## config.mk

```make
export PLATFORM = sky130hd
export DESIGN_NAME = calc_display_rx
export DESIGN_NICKNAME = d
export VERILOG_FILES = /design/src/rtl/calc_pkg.sv /design/src/rtl/seg7_decode.sv /design/src/rtl/calc_display_rx.sv
export SDC_FILE = /design/constraint.sdc
export NUM_CORES = 1
export LEC_CHECK = 0
export BUFFER_PORTS_ARGS = -buffer_cell sky130_fd_sc_hd__buf_4
export CAP_MARGIN = 20
export CORE_ASPECT_RATIO = 0.5
export CORE_MARGIN = 1
export CORE_UTILIZATION = 40
export CTS_CLUSTER_DIAMETER = 50
export CTS_CLUSTER_SIZE = 10
export DETAILED_ROUTE_END_ITERATION = 8
export SLEW_MARGIN = 20
export SYNTH_ARGS = -nofsm -noshare
export SYNTH_HDL_FRONTEND = slang
export SYNTH_SLANG_ARGS = --single-unit
```

## constraint.sdc

```tcl
create_clock -name clock -period 2.73 [get_ports clock]
set_clock_uncertainty 0.15 [all_clocks]
set_input_delay 0 -clock clock [delete_from_list [all_inputs] [get_ports clock]]
set_output_delay 0 -clock clock [all_outputs]
set_load 0.005 [all_outputs]
```

## src/rtl/calc_pkg.sv

```systemverilog
// Shared constants for the calculator display receiver: core status codes,
// frame geometry and the active-low seven-segment patterns.
package calc_pkg;

    typedef enum logic [1:0] {
        ST_ERR   = 2'b00,
        ST_BUSY  = 2'b01,
        ST_READY = 2'b10,
        ST_RSVD  = 2'b11
    } status_e;

    localparam int NUM_DIGITS = 8;

    typedef logic [NUM_DIGITS-1:0][3:0] frame_t;

    localparam logic [6:0] SEG_BLANK = 7'h7F;
    localparam logic [6:0] SEG_E     = 7'h06;
    localparam logic [6:0] SEG_R     = 7'h2F;

    // Index n holds the {g,f,e,d,c,b,a} active-low pattern for decimal digit n.
    localparam logic [9:0][6:0] SEG_DIGITS = {
        7'h10, 7'h00, 7'h78, 7'h02, 7'h12,
        7'h19, 7'h30, 7'h24, 7'h79, 7'h40
    };

endpackage

```

## src/rtl/seg7_decode.sv

```systemverilog
// Combinational BCD to active-low seven-segment decoder; values above 9 show
// as a blank digit.
module seg7_decode
    import calc_pkg::*;
(
    input  logic [3:0] value_i,
    output logic [6:0] seg_o
);

    always_comb begin
        seg_o = SEG_BLANK;
        if (value_i < 4'd10) begin
            seg_o = SEG_DIGITS[value_i];
        end
    end

endmodule

```

## src/rtl/calc_display_rx.sv

```systemverilog
// Display receiver: assembles digit-serial frames from the calculator core,
// commits them to a display buffer and scans that buffer onto eight digits.
module calc_display_rx
    import calc_pkg::*;
#(
    parameter int NUM_DIGITS  = 8,
    parameter int REFRESH_DIV = 50000
) (
    input  logic       clock,
    input  logic       reset,
    input  logic [1:0] status,
    input  logic [3:0] data,
    input  logic [3:0] pos,
    output logic [7:0] an,
    output logic [6:0] seg,
    output logic       frame_done,
    output logic       err
);

    localparam int DIV_W = (REFRESH_DIV > 1) ? $clog2(REFRESH_DIV) : 1;

    if (NUM_DIGITS != calc_pkg::NUM_DIGITS) begin : g_bad_digits
        $error("calc_display_rx supports exactly 8 digits");
    end
    if (REFRESH_DIV < 1) begin : g_bad_div
        $error("calc_display_rx needs REFRESH_DIV >= 1");
    end

    logic [2:0]       expectPos_q, expectPos_d;
    logic [6:0][3:0]  shadow_q, shadow_d;
    frame_t           buffer_q, buffer_d;
    logic             frameDone_q, frameDone_d;
    logic             err_q, err_d;
    logic [DIV_W-1:0] div_q, div_d;
    logic [2:0]       scanIdx_q, scanIdx_d;
    logic [7:0]       an_q, an_d;
    logic [6:0]       seg_q, seg_d;

    logic       beat;
    logic       divWrap;
    logic       upperZero;
    logic [6:0] decSeg;

    // Once the error latch is set the core stream is ignored entirely.
    assign beat = (status == ST_BUSY) && !err_q;

    always_comb begin
        expectPos_d = expectPos_q;
        shadow_d    = shadow_q;
        buffer_d    = buffer_q;
        frameDone_d = 1'b0;
        err_d       = err_q || (status == ST_ERR);
        if (beat) begin
            if (pos == 4'd7 && expectPos_q == 3'd7) begin
                buffer_d    = {data, shadow_q};
                expectPos_d = 3'd0;
                frameDone_d = 1'b1;
            end else if (pos == {1'b0, expectPos_q}) begin
                for (int i = 0; i < 7; i++) begin
                    if (pos == 4'(i)) begin
                        shadow_d[i] = data;
                    end
                end
                expectPos_d = 3'(expectPos_q + 3'd1);
            end else if (pos == 4'd0) begin
                shadow_d[0] = data;
                expectPos_d = 3'd1;
            end else begin
                expectPos_d = 3'd0;
            end
        end
    end

    assign divWrap = (div_q == DIV_W'(REFRESH_DIV - 1));

    always_comb begin
        div_d     = divWrap ? '0 : DIV_W'(div_q + 1'b1);
        scanIdx_d = divWrap ? 3'(scanIdx_q + 3'd1) : scanIdx_q;
        an_d      = ~(8'd1 << scanIdx_q);
    end

    // A digit is a leading zero when it and every more significant digit are 0.
    always_comb begin
        upperZero = 1'b1;
        for (int i = 0; i < NUM_DIGITS; i++) begin
            if (i >= int'(scanIdx_q) && buffer_q[i] != 4'd0) begin
                upperZero = 1'b0;
            end
        end
    end

    seg7_decode u_decode (
        .value_i (buffer_q[scanIdx_q]),
        .seg_o   (decSeg)
    );

    always_comb begin
        seg_d = SEG_BLANK;
        if (err_q) begin
            case (scanIdx_q)
                3'd2:       seg_d = SEG_E;
                3'd1, 3'd0: seg_d = SEG_R;
                default:    seg_d = SEG_BLANK;
            endcase
        end else if (scanIdx_q == 3'd0 || !upperZero) begin
            seg_d = decSeg;
        end
    end

    always_ff @(posedge clock or negedge reset) begin
        if (!reset) begin
            expectPos_q <= 3'd0;
            shadow_q    <= '0;
            buffer_q    <= '0;
            frameDone_q <= 1'b0;
            err_q       <= 1'b0;
            div_q       <= '0;
            scanIdx_q   <= 3'd0;
            an_q        <= 8'hFF;
            seg_q       <= SEG_BLANK;
        end else begin
            expectPos_q <= expectPos_d;
            shadow_q    <= shadow_d;
            buffer_q    <= buffer_d;
            frameDone_q <= frameDone_d;
            err_q       <= err_d;
            div_q       <= div_d;
            scanIdx_q   <= scanIdx_d;
            an_q        <= an_d;
            seg_q       <= seg_d;
        end
    end

    assign an         = an_q;
    assign seg        = seg_q;
    assign frame_done = frameDone_q;
    assign err        = err_q;

endmodule

```

==> flow_metrics.env, run 1 <==
export IMPL_status="completed"
export IMPL_clkTransAtPathRegs_ns=0.07
export IMPL_p_per_area_mw_per_mm2=512
export IMPL_dieArea_sq_mm=0.0119
export IMPL_grt_total_usage=0.165
export IMPL_synth_edff_count=0
export IMPL_max_freq_mhz=405
export IMPL_die_h_microns=77.7
export IMPL_final_common_cell="dfrtp_1"
export IMPL_synth_seq_area_share=0.545
export IMPL_hold_violations=0
export IMPL_maxCapViolCount=0
export IMPL_clockBufferDepth=2
export IMPL_die_x_microns=153
export IMPL_synth_seq_cells=99
export IMPL_start_util=0.414
export IMPL_cts_setup_buffers=0
export IMPL_worstPathMaxFanout=11
export IMPL_ys_warn_count=0
export IMPL_synth_area_top_cells="dfrtp_1, mux2_2, dfstp_2, ha_1, mux4_1"
export IMPL_cts_tree="done"
export IMPL_drt_pre_antenna_iters=4
export IMPL_num_vias=2792
export IMPL_final_max_slew_viol_count=0
export IMPL_place_gp_congestion=0.837
export IMPL_portBuffers=28
export IMPL_hp_class="input port to asynchronous set/reset pin"
export IMPL_syn_num_nets=370
export IMPL_row_count=27
export IMPL_syn_to_final_growth_pct=17.4
export IMPL_via_per_inst=5.18
export IMPL_rsz0062_at_grt="false"
export IMPL_arrival_ns=2.57
export IMPL_worst_slew_pin_slew_ns=0.631
export IMPL_fin_nets=415
export IMPL_path_class="flip-flop to flip-flop"
export IMPL_ant_nets=0
export IMPL_grt_pass1_wl_mm=15.0
export IMPL_n_antenna_cell=0
export IMPL_hpwl_mm=6.30
export IMPL_end_kind="flip-flop"
export IMPL_synth_top_area_cell="dfrtp_1"
export IMPL_crit_required_ns=2.83
export IMPL_wl_per_cell_microns=16.2
export IMPL_power_mw=2.75
export IMPL_drive_above_1_share=0.338
export IMPL_vdd_ir_drop_max_mv=0.286
export IMPL_root_buffer="clkbuf_16"
export IMPL_netlist_area_leader_share=0.459
export IMPL_totalWireLength_mm=8.75
export IMPL_netlist_area_sq_mm=0.00458
export IMPL_final_cell_mix="dfrtp_1, mux2_2, buf_4, nand2_1, nor2_1"
export IMPL_synth_area_per_cell_sq_um=13.3
export IMPL_grt_pass1_vias=2899
export IMPL_min_period_ns=2.47
export IMPL_startpoint_type="flip-flop"
export IMPL_fin_crit_sh=0.905
export IMPL_boundaryPins=29
export IMPL_clk_latency_ns=0.34
export IMPL_antenna_found_initial=0
export IMPL_cts_sinks=99
export IMPL_synthArstFlopShare=1.00
export IMPL_synth_ff_type="dfrtp_1"
export IMPL_syn_inst=344
export IMPL_slew_headroom=0.579
export IMPL_setup_total_negative_slack_ns=0
export IMPL_grt_ovfl_total=0
export IMPL_yosysUniqueCellTypes=50
export IMPL_cts_made_buffers=9
export IMPL_htree_levels=3
export IMPL_core_area_sq_mm=0.0111
export IMPL_post_route_drc_count=0
export IMPL_report_final_setup_viol=0
export IMPL_drt_iter0_markers=146
export IMPL_grt_max_degree=53
export IMPL_leakage_nw=2.54
==> area by class of cell <==
type                    count  area [sq um]
repair buffers             45           380
clock buffers              12           256
well taps                 145           181
fillers                   993          5700
inverters                  11          41.3
clock inverters             4          33.8
flip-flops and latches     99          2500
multi-input cells         223          1990
==> critical path: stages (launching register included) <==
cell	delay [ns]
dfrtp_2	0.52
mux4_1	0.60
mux2i_1	0.35
inv_1	0.12
ha_1	0.22
mux2_4	0.27
nand2_1	0.07
a21oi_1	0.07
==> power by group <==
part / internal (mW) / switching [mW] / total [mW]
Clock: 0.674 / 0.535 / 1.21
Sequential: 1.47 / 0.000555 / 1.47
Combinational: 0.0278 / 0.0488 / 0.0766
==> state kept, by name, indices dropped and copies added, names as in the netlist <==
signal,flops
expectPos_q,3
seg,7
an,8
shadow_q,28
scanIdx_q,3
buffer_q,32
div_q,16
err,1
frame_done,1
==> repair_timing <==
item	CTS	global route
hold buffers	12	0
endpoints found under the hold margin	83	0
gates resized for setup	0	1
endpoints found under the setup margin	0	3
==> cells by family (layout without fill, tap and decap cells) <==
logic type	Yosys count	in the layout	synth area share
xor+xnor	18	18	0.0344
mux	75	75	0.214
fa+ha+maj	14	14	0.0382
flops	99	99	0.545
buf+inv	22	72	0.0216
compound gates	26	26	0.0382
simple gates	90	90	0.109
==> per-stage QoR <==
stage	setup WS, ns	instance area (sq um)	hold WS [ns]	cells	util
2_1_floorplan	0.420	4580	-0.446	344	-
6_report	0.259	5380	0.0777	539	0.485
4_1_cts	0.105	5380	0.0911	539	0.485
3_5_place_dp	0.101	4970	-0.0863	511	0.448
3_3_place_gp	0.241	4970	-0.102	511	0.448
5_1_grt	0.135	5380	0.112	539	0.485
==> final timing paths <==
check	start	depth (start not counted)	slack, ns	end
worst min-delay path	reset	2	0.08	shadow_q[20]$_DFFE_PN0P_
max in group asynchronous	reset	3	1.61	an[0]$_DFF_PN1_
worst min register to register	div_q[0]$_DFF_PN0_	1	0.34	div_q[0]$_DFF_PN0_
min in group clock	pos[3]	4	0.09	shadow_q[26]$_DFFE_PN0P_
worst max register to register	scanIdx_q[0]$_DFFE_PN0N_	7	0.26	seg[0]$_DFF_PN1_
worst max-delay path	scanIdx_q[0]$_DFFE_PN0N_	7	0.26	seg[0]$_DFF_PN1_
==> cell usage after synthesis (2+ instances only) <==
cell,number
a21oi_1,7
and2_1,2
and3_1,4
buf_2,6
clkbuf_1,3
dfrtp_1,84
dfstp_2,15
ha_1,14
inv_1,10
mux2_1,8
mux2_2,52
mux2_4,3
mux2i_1,2
mux4_1,6
mux4_2,2
nand2_1,22
nand2b_1,3
nand3_1,5
nand3b_1,4
nand4_1,6
nor2_1,16
nor2b_1,2
nor3_1,8
nor3b_2,2
nor4_1,9
o211ai_1,2
o21ai_0,7
o21ai_1,2
xnor2_1,13
xor2_1,5
==> layer usage <==
| layer | vias up | share of wire | GRT usage | routed length, microns |
|---|---|---|---|---|
| li1 | 1329 | - | - | - |
| met1 | 1402 | 0.50 | 0.226 | 4370 |
| met2 | 48 | 0.45 | 0.253 | 3910 |
| met3 | 13 | 0.038 | 0.0486 | 334 |
| met4 | 0 | 0.015 | 0.0530 | 134 |
| met5 | - | 0 | 0 | 0 |
Note: power is estimated with default switching activity, not from simulation.
==> inputs of run 2 (changes only) <==
==> constraint.sdc (replaced) <==
create_clock -name clock -period 2.73 [get_ports clock]
set_clock_uncertainty 0.15 [all_clocks]
set_input_delay 0.819 -clock clock [delete_from_list [all_inputs] [get_ports clock]]
set_output_delay 0.819 -clock clock [all_outputs]
set_load 0.005 [all_outputs]
==> run 2 against run 1 <==
  * Die area stayed put
  * Largest cell class unchanged
  * Critical endpoint is now seg[5]$_DFF_PN1_
  * Critical path depth is 1 lower
  * Clock power is 13% higher
  * Flip-flop and latch count stayed put
  * Total power is 5.5% higher
  * Critical path type unchanged
  * Core utilization is 0.44 points lower
  * First-iteration DRC count is 13% lower
  * Final area is 0.91% lower
  * Via count is 0.47% higher
  * Wire length is 3.9% higher
  * Highest routed layer unchanged
==> flow_metrics.env, run 2 (synthesis results as in run 1) <==
export IMPL_final_common_cell="dfrtp_1"
export IMPL_top_layer="met4"
export IMPL_clockBufferDepth=2
export IMPL_antenna_found_initial=0
export IMPL_crit_chain="buf_4 > mux4_1 > mux2i_4 > nor3_1 > a211oi_2 > a21oi_1"
export IMPL_grt_max_degree=45
export IMPL_portBuffers=28
export IMPL_ant_nets=0
export IMPL_maxCapViolCount=0
export IMPL_nFillCells=992
export IMPL_top_register="buffer_q"
export IMPL_crit_cells=6
export IMPL_start_util=0.414
export IMPL_worst_slew_pin_slew_ns=0.579
export IMPL_grt_total_usage=0.176
export IMPL_p_per_area_mw_per_mm2=545
export IMPL_place_area_sq_mm=0.00500
export IMPL_startpoint_type="flip-flop"
export IMPL_die_h_microns=77.7
export IMPL_path_class="flip-flop to flip-flop"
export IMPL_cts_made_buffers=9
export IMPL_p_sw_mw=0.592
export IMPL_row_count=27
export IMPL_core_area_sq_mm=0.0111
export IMPL_grt_pass1_vias=3008
export IMPL_drive_above_1_share=0.360
export IMPL_place_gp_congestion=0.810
export IMPL_hp_class="input port to asynchronous set/reset pin"
export IMPL_setup_ws_ns=0.268
export IMPL_htree_levels=3
export IMPL_slew_headroom=0.614
export IMPL_clkTransAtPathRegs_ns=0.07
export IMPL_multi_input_area_sq_mm=0.00199
export IMPL_r2r_start="scanIdx_q[0]$_DFFE_PN0N_"
export IMPL_reg2reg_depth=6
export IMPL_startpoint="scanIdx_q[0]$_DFFE_PN0N_"
export IMPL_status="completed"
export IMPL_slowest_stage="mux4_1"
export IMPL_final_max_slew_viol_count=0
export IMPL_min_period_ns=2.46
export IMPL_worstPathMaxFanout=11
export IMPL_final_cell_mix="dfrtp_1, mux2_2, buf_4, nand2_1, nor2_1"
export IMPL_cts_resized=0
export IMPL_seqCellArea_sq_mm=0.00250
export IMPL_totalWireLength_mm=9.09
export IMPL_seq_power_share=0.505
export IMPL_root_buffer="clkbuf_16"
export IMPL_n_antenna_cell=0
export IMPL_power_internal_mw=2.32
export IMPL_combinationalPowerShare=0.024
export IMPL_clkPwrFrac=0.471
export IMPL_arrival_ns=2.57
export IMPL_largest_reg_flops=32
export IMPL_slowest_delay_ns=0.59
export IMPL_cts_sinks=99
export IMPL_grt_ovfl_total=0
export IMPL_pre_cts_ws_ns=-0.00377
export IMPL_hold_violations=0
export IMPL_rr_endpoint="seg[5]$_DFF_PN1_"
export IMPL_wl_per_cell_microns=17.1
export IMPL_cts_tree="done"
export IMPL_fin_area_sq_mm=0.00533
export IMPL_dr_wl_met2_mm=4.27
export IMPL_crit_path_end="seg[5]$_DFF_PN1_"
export IMPL_num_vias=2805
export IMPL_syn_to_final_growth_pct=16.3
export IMPL_power_mw=2.91
export IMPL_drt_pre_antenna_iters=4
export IMPL_via_per_inst=5.28
export IMPL_holdWs_ns=0.319
export IMPL_rsz0062_at_grt="false"
export IMPL_fin_nets=407
export IMPL_vdd_ir_drop_max_mv=0.267
export IMPL_r2r_setup_slack_ns=0.27
export IMPL_clk_latency_ns=0.35
export IMPL_leakage_nw=2.52
export IMPL_cp_num_buf_inv=1
export IMPL_cp_top_family="multiplexers"
export IMPL_dieArea_sq_mm=0.0119
export IMPL_max_freq_mhz=406
export IMPL_grt_pass1_wl_mm=15.8
export IMPL_drt_iter0_markers=127
export IMPL_m1WireLength_mm=4.38
export IMPL_crit_required_ns=2.84
export IMPL_report_final_setup_viol=0
export IMPL_fin_crit_sh=0.902
export IMPL_post_route_drc_count=0
export IMPL_die_x_microns=153
export IMPL_cts_setup_buffers=0
export IMPL_wl_met3_microns=334
export IMPL_hpwl_mm=6.62
export IMPL_end_kind="flip-flop"
export IMPL_reg_largest_list="buffer_q: 32 flops, shadow_q: 28 flops, div_q: 16 flops"
export IMPL_ctsHoldBuffers=0
export IMPL_setup_total_negative_slack_ns=0
export IMPL_switching_share=0.204
export IMPL_boundaryPins=29
[run 2: layout make-up]
type	instances	share of cell area
well taps	145	0.0340
inverters	11	0.00775
clock buffers	10	0.0448
repair buffers	37	0.0545
multi-input cells	223	0.374
flip-flops and latches	99	0.469
clock inverters	6	0.0167
[run 2: worst min-delay path by stage]
stage                                      end  slack [ns]  cells past startpoint
after global placement      div_q[0]$_DFF_PN0_        0.31                      1
after global routing      frame_done$_DFF_PN0_        0.36                      1
after detailed placement    div_q[0]$_DFF_PN0_        0.33                      1
final                     frame_done$_DFF_PN0_        0.32                      1
after floorplan             div_q[0]$_DFF_PN0_        0.30                      1
after CTS                 frame_done$_DFF_PN0_        0.34                      1
[run 2: through the flow]
stage                      util  instances
final                     0.481        531
after global placement    0.451        515
after detailed placement  0.451        515
after CTS                 0.480        531
after floorplan               -        344
after global routing      0.481        531
[run 2: worst register-to-register path, delay by kind of cell (launching register included)]
family | cells | cell delay [ns]
AOI/OAI and AO/OA | 2 | 0.51
and+or+nand+nor | 1 | 0.11
DFF | 1 | 0.53
muxes | 2 | 0.88
buffers and inverters | 1 | 0.19
[run 2: power by group through the flow]
stage	registers [mW]	logic (mW)	clock network [mW]
finish	1.47	0.0691	1.37
global route	1.47	0.0778	1.47
CTS	1.47	0.0723	1.40
detailed placement	1.50	0.0719	0
global placement	1.50	0.0693	0
floorplan	1.50	0.0111	0
[run 2: per-layer routing]
metal,vias up,GRT usage
met5,-,0
met4,0,0.0470
met3,11,0.0553
met2,45,0.286
met1,1431,0.227
li1,1318,-
==> inputs of run 3 (changes only) <==
--- a/config.mk
+++ b/config.mk
@@ -5,6 +5,7 @@
 export SDC_FILE = /design/constraint.sdc
 export NUM_CORES = 1
 export LEC_CHECK = 0
+export ABC_AREA = 1
 export BUFFER_PORTS_ARGS = -buffer_cell sky130_fd_sc_hd__buf_4
 export CAP_MARGIN = 20
 export CORE_ASPECT_RATIO = 0.5
@@ -13,6 +14,7 @@
 export CTS_CLUSTER_DIAMETER = 50
 export CTS_CLUSTER_SIZE = 10
 export DETAILED_ROUTE_END_ITERATION = 8
+export GPL_ROUTABILITY_DRIVEN = 0
 export SLEW_MARGIN = 20
 export SYNTH_ARGS = -nofsm -noshare
 export SYNTH_HDL_FRONTEND = slang
==> run 3 against run 2 <==
  * Register-to-register slack better by 0.23 ns
  * Maximum frequency grew 10%
  * Synthesized cell count rose by 71%
  * Core utilization rose by 0.42 points
  * Setup slack improved by 0.23 ns
  * Sequential share of layout area fell by 1.3 points
  * Hold slack got worse by 0.082 ns
  * Combinational power fell by 0.7%
  * Flip-flop and latch count is the same
  * Final cell count grew 49%
  * Non-clock buffer count unchanged
  * Count of clock-buffer cells in the layout down 1
  * Highest routed layer unchanged
==> flow_metrics.env, run 3 <==
export IMPL_reg2reg_depth=12
export IMPL_final_common_cell="nand2_1"
export IMPL_via_per_inst=4.72
export IMPL_fin_crit_sh=0.817
export IMPL_n_antenna_cell=0
export IMPL_htree_levels=3
export IMPL_p_per_area_mw_per_mm2=510
export IMPL_nFillCells=1123
export IMPL_cts_tree="done"
export IMPL_root_buffer="clkbuf_16"
export IMPL_crit_required_ns=2.86
export IMPL_final_cell_mix="nand2_1, dfrtp_1, inv_1, o21ai_0, nor2_1"
export IMPL_dieArea_sq_mm=0.0123
export IMPL_power_mw=2.79
export IMPL_top_register="buffer_q"
export IMPL_r2r_start="scanIdx_q[1]$_DFFE_PN0N_"
export IMPL_synthArstFlopShare=1.00
export IMPL_drive_above_1_share=0.135
export IMPL_path_class="flip-flop to flip-flop"
export IMPL_fin_nets=651
export IMPL_synth_ff_type="dfrtp_1"
export IMPL_slew_headroom=0.739
export IMPL_synth_seq_area_share=0.526
export IMPL_grt_max_degree=42
export IMPL_status="completed"
export IMPL_synth_top_area_cell="dfrtp_1"
export IMPL_start_util=0.421
export IMPL_reg_largest_list="buffer_q: 32 flops, shadow_q: 28 flops, div_q: 16 flops"
export IMPL_report_final_setup_viol=0
export IMPL_grt_ovfl_total=0
export IMPL_core_area_sq_mm=0.0113
export IMPL_vdd_ir_drop_max_mv=0.270
export IMPL_boundaryPins=29
export IMPL_antenna_found_initial=0
export IMPL_netlist_area_sq_mm=0.00475
export IMPL_grt_pass1_vias=3483
export IMPL_syn_num_nets=614
export IMPL_synth_most_common_cell="nand2_1"
export IMPL_synth_edff_count=0
export IMPL_startpoint_type="flip-flop"
export IMPL_fin_area_sq_mm=0.00547
export IMPL_synth_common_cells="nand2_1, dfrtp_1, inv_1"
export IMPL_hpwl_mm=7.63
export IMPL_netlist_area_leader_share=0.443
export IMPL_drt_iter0_markers=212
export IMPL_worst_slew_pin_slew_ns=0.391
export IMPL_cts_sinks=99
export IMPL_hold_violations=0
export IMPL_rsz0062_at_grt="false"
export IMPL_cts_setup_buffers=0
export IMPL_post_route_drc_count=0
export IMPL_clkTransAtPathRegs_ns=0.06
export IMPL_end_kind="flip-flop"
export IMPL_yosysUniqueCellTypes=30
export IMPL_wl_per_cell_microns=13.0
export IMPL_row_count=27
export IMPL_synth_seq_cells=99
export IMPL_drt_pre_antenna_iters=7
export IMPL_max_freq_mhz=448
export IMPL_clk_latency_ns=0.34
export IMPL_hp_class="input port to asynchronous set/reset pin"
export IMPL_synth_area_per_cell_sq_um=8.08
export IMPL_min_period_ns=2.23
export IMPL_r2r_setup_slack_ns=0.50
export IMPL_largest_reg_flops=32
export IMPL_totalWireLength_mm=10.3
export IMPL_arrival_ns=2.36
export IMPL_ant_nets=0
export IMPL_syn_inst=588
export IMPL_syn_to_final_growth_pct=15.3
export IMPL_clockBufferDepth=2
export IMPL_leakage_nw=2.76
export IMPL_cts_resized=0
export IMPL_die_h_microns=79.1
export IMPL_place_inst=773
export IMPL_num_vias=3726
export IMPL_worstPathMaxFanout=7
export IMPL_grt_pass1_wl_mm=17.6
export IMPL_maxCapViolCount=0
export IMPL_setup_total_negative_slack_ns=0
export IMPL_synth_area_top_cells="dfrtp_1, nand2_1, dfstp_2, o21ai_0, inv_1"
export IMPL_die_x_microns=156
export IMPL_instances_no_fill=789
export IMPL_portBuffers=28
export IMPL_final_max_slew_viol_count=0
export IMPL_ys_warn_count=0
export IMPL_ctsHoldBuffers=0
export IMPL_place_area_sq_mm=0.00518
export IMPL_rr_endpoint="seg[3]$_DFF_PN1_"
export IMPL_cts_made_buffers=9
export IMPL_grt_total_usage=0.187
run 3: changes by cell type after synthesis, moves of 13 or more:
| cell | change |
|---|---|
| nand2_1 | +164 |
| inv_1 | +64 |
| o21ai_0 | +55 |
| mux2_2 | -52 |
| nor2_1 | +37 |
| nand3_1 | +35 |
| xnor2_1 | -13 |
run 3: metrics by stage:
stage | utilization | hold slack (ns) | worst slack [ns]
final | 0.485 | 0.238 | 0.499
after global routing | 0.485 | 0.251 | 0.313
after CTS | 0.485 | 0.239 | 0.468
after detailed placement | 0.459 | 0.304 | 0.218
after global placement | 0.459 | 0.304 | 0.270
after floorplan | - | 0.283 | 0.668
run 3: report_power, final:
part	total, mW	leakage, nW	switching [mW]	internal, mW
Clock	1.25	0.141	0.548	0.707
Combinational	0.0686	1.43	0.0499	0.0187
Sequential	1.47	1.19	0.000766	1.47
run 3: critical path, cell delays in order, from the launching register on:
cell	delay, ns
dfrtp_1	0.44
buf_4	0.19
nor2_1	0.22
o21a_1	0.16
o21ai_0	0.07
nand3_1	0.19
inv_1	0.11
ha_1	0.28
nand2_1	0.09
nand3_1	0.08
nand3_1	0.09
nand2_1	0.06
inv_1	0.06
run 3: metal layers:
layer | wire length, microns | GRT usage
met1 | 5460 | 0.288
met2 | 4090 | 0.257
met3 | 563 | 0.0448
met4 | 157 | 0.0539
met5 | 0 | 0
run 3: final cells by class:
cell class,count,area [sq um],area share
tap,159,199,0.0363
clock inverter,7,68.8,0.0126
timing repair buffer,37,290,0.0530
clock buffer,9,225,0.0411
sequential,99,2500,0.456
inverter,80,300,0.0549
multi-input combinational,398,1890,0.346
run 3: worst max-delay path by stage:
stage,slack (ns),endpoint,startpoint
5_1_grt,0.31,seg[3]$_DFF_PN1_,scanIdx_q[1]$_DFFE_PN0N_
6_report,0.50,seg[3]$_DFF_PN1_,scanIdx_q[1]$_DFFE_PN0N_
2_1_floorplan,0.67,shadow_q[16]$_DFFE_PN0P_,pos[3]
3_5_place_dp,0.22,shadow_q[18]$_DFFE_PN0P_,status[1]
3_3_place_gp,0.27,shadow_q[24]$_DFFE_PN0P_,status[1]
4_1_cts,0.47,seg[3]$_DFF_PN1_,scanIdx_q[1]$_DFFE_PN0N_
run 3: logic make-up after synthesis:
logic type                 share of synthesized area
AOI/OAI and AO/OA                             0.0867
xor gates and xnor gates                     0.00922
adders and majority gates                     0.0369
buffers and inverters                         0.0772
DFF                                            0.526
and+or+nand+nor                                0.264
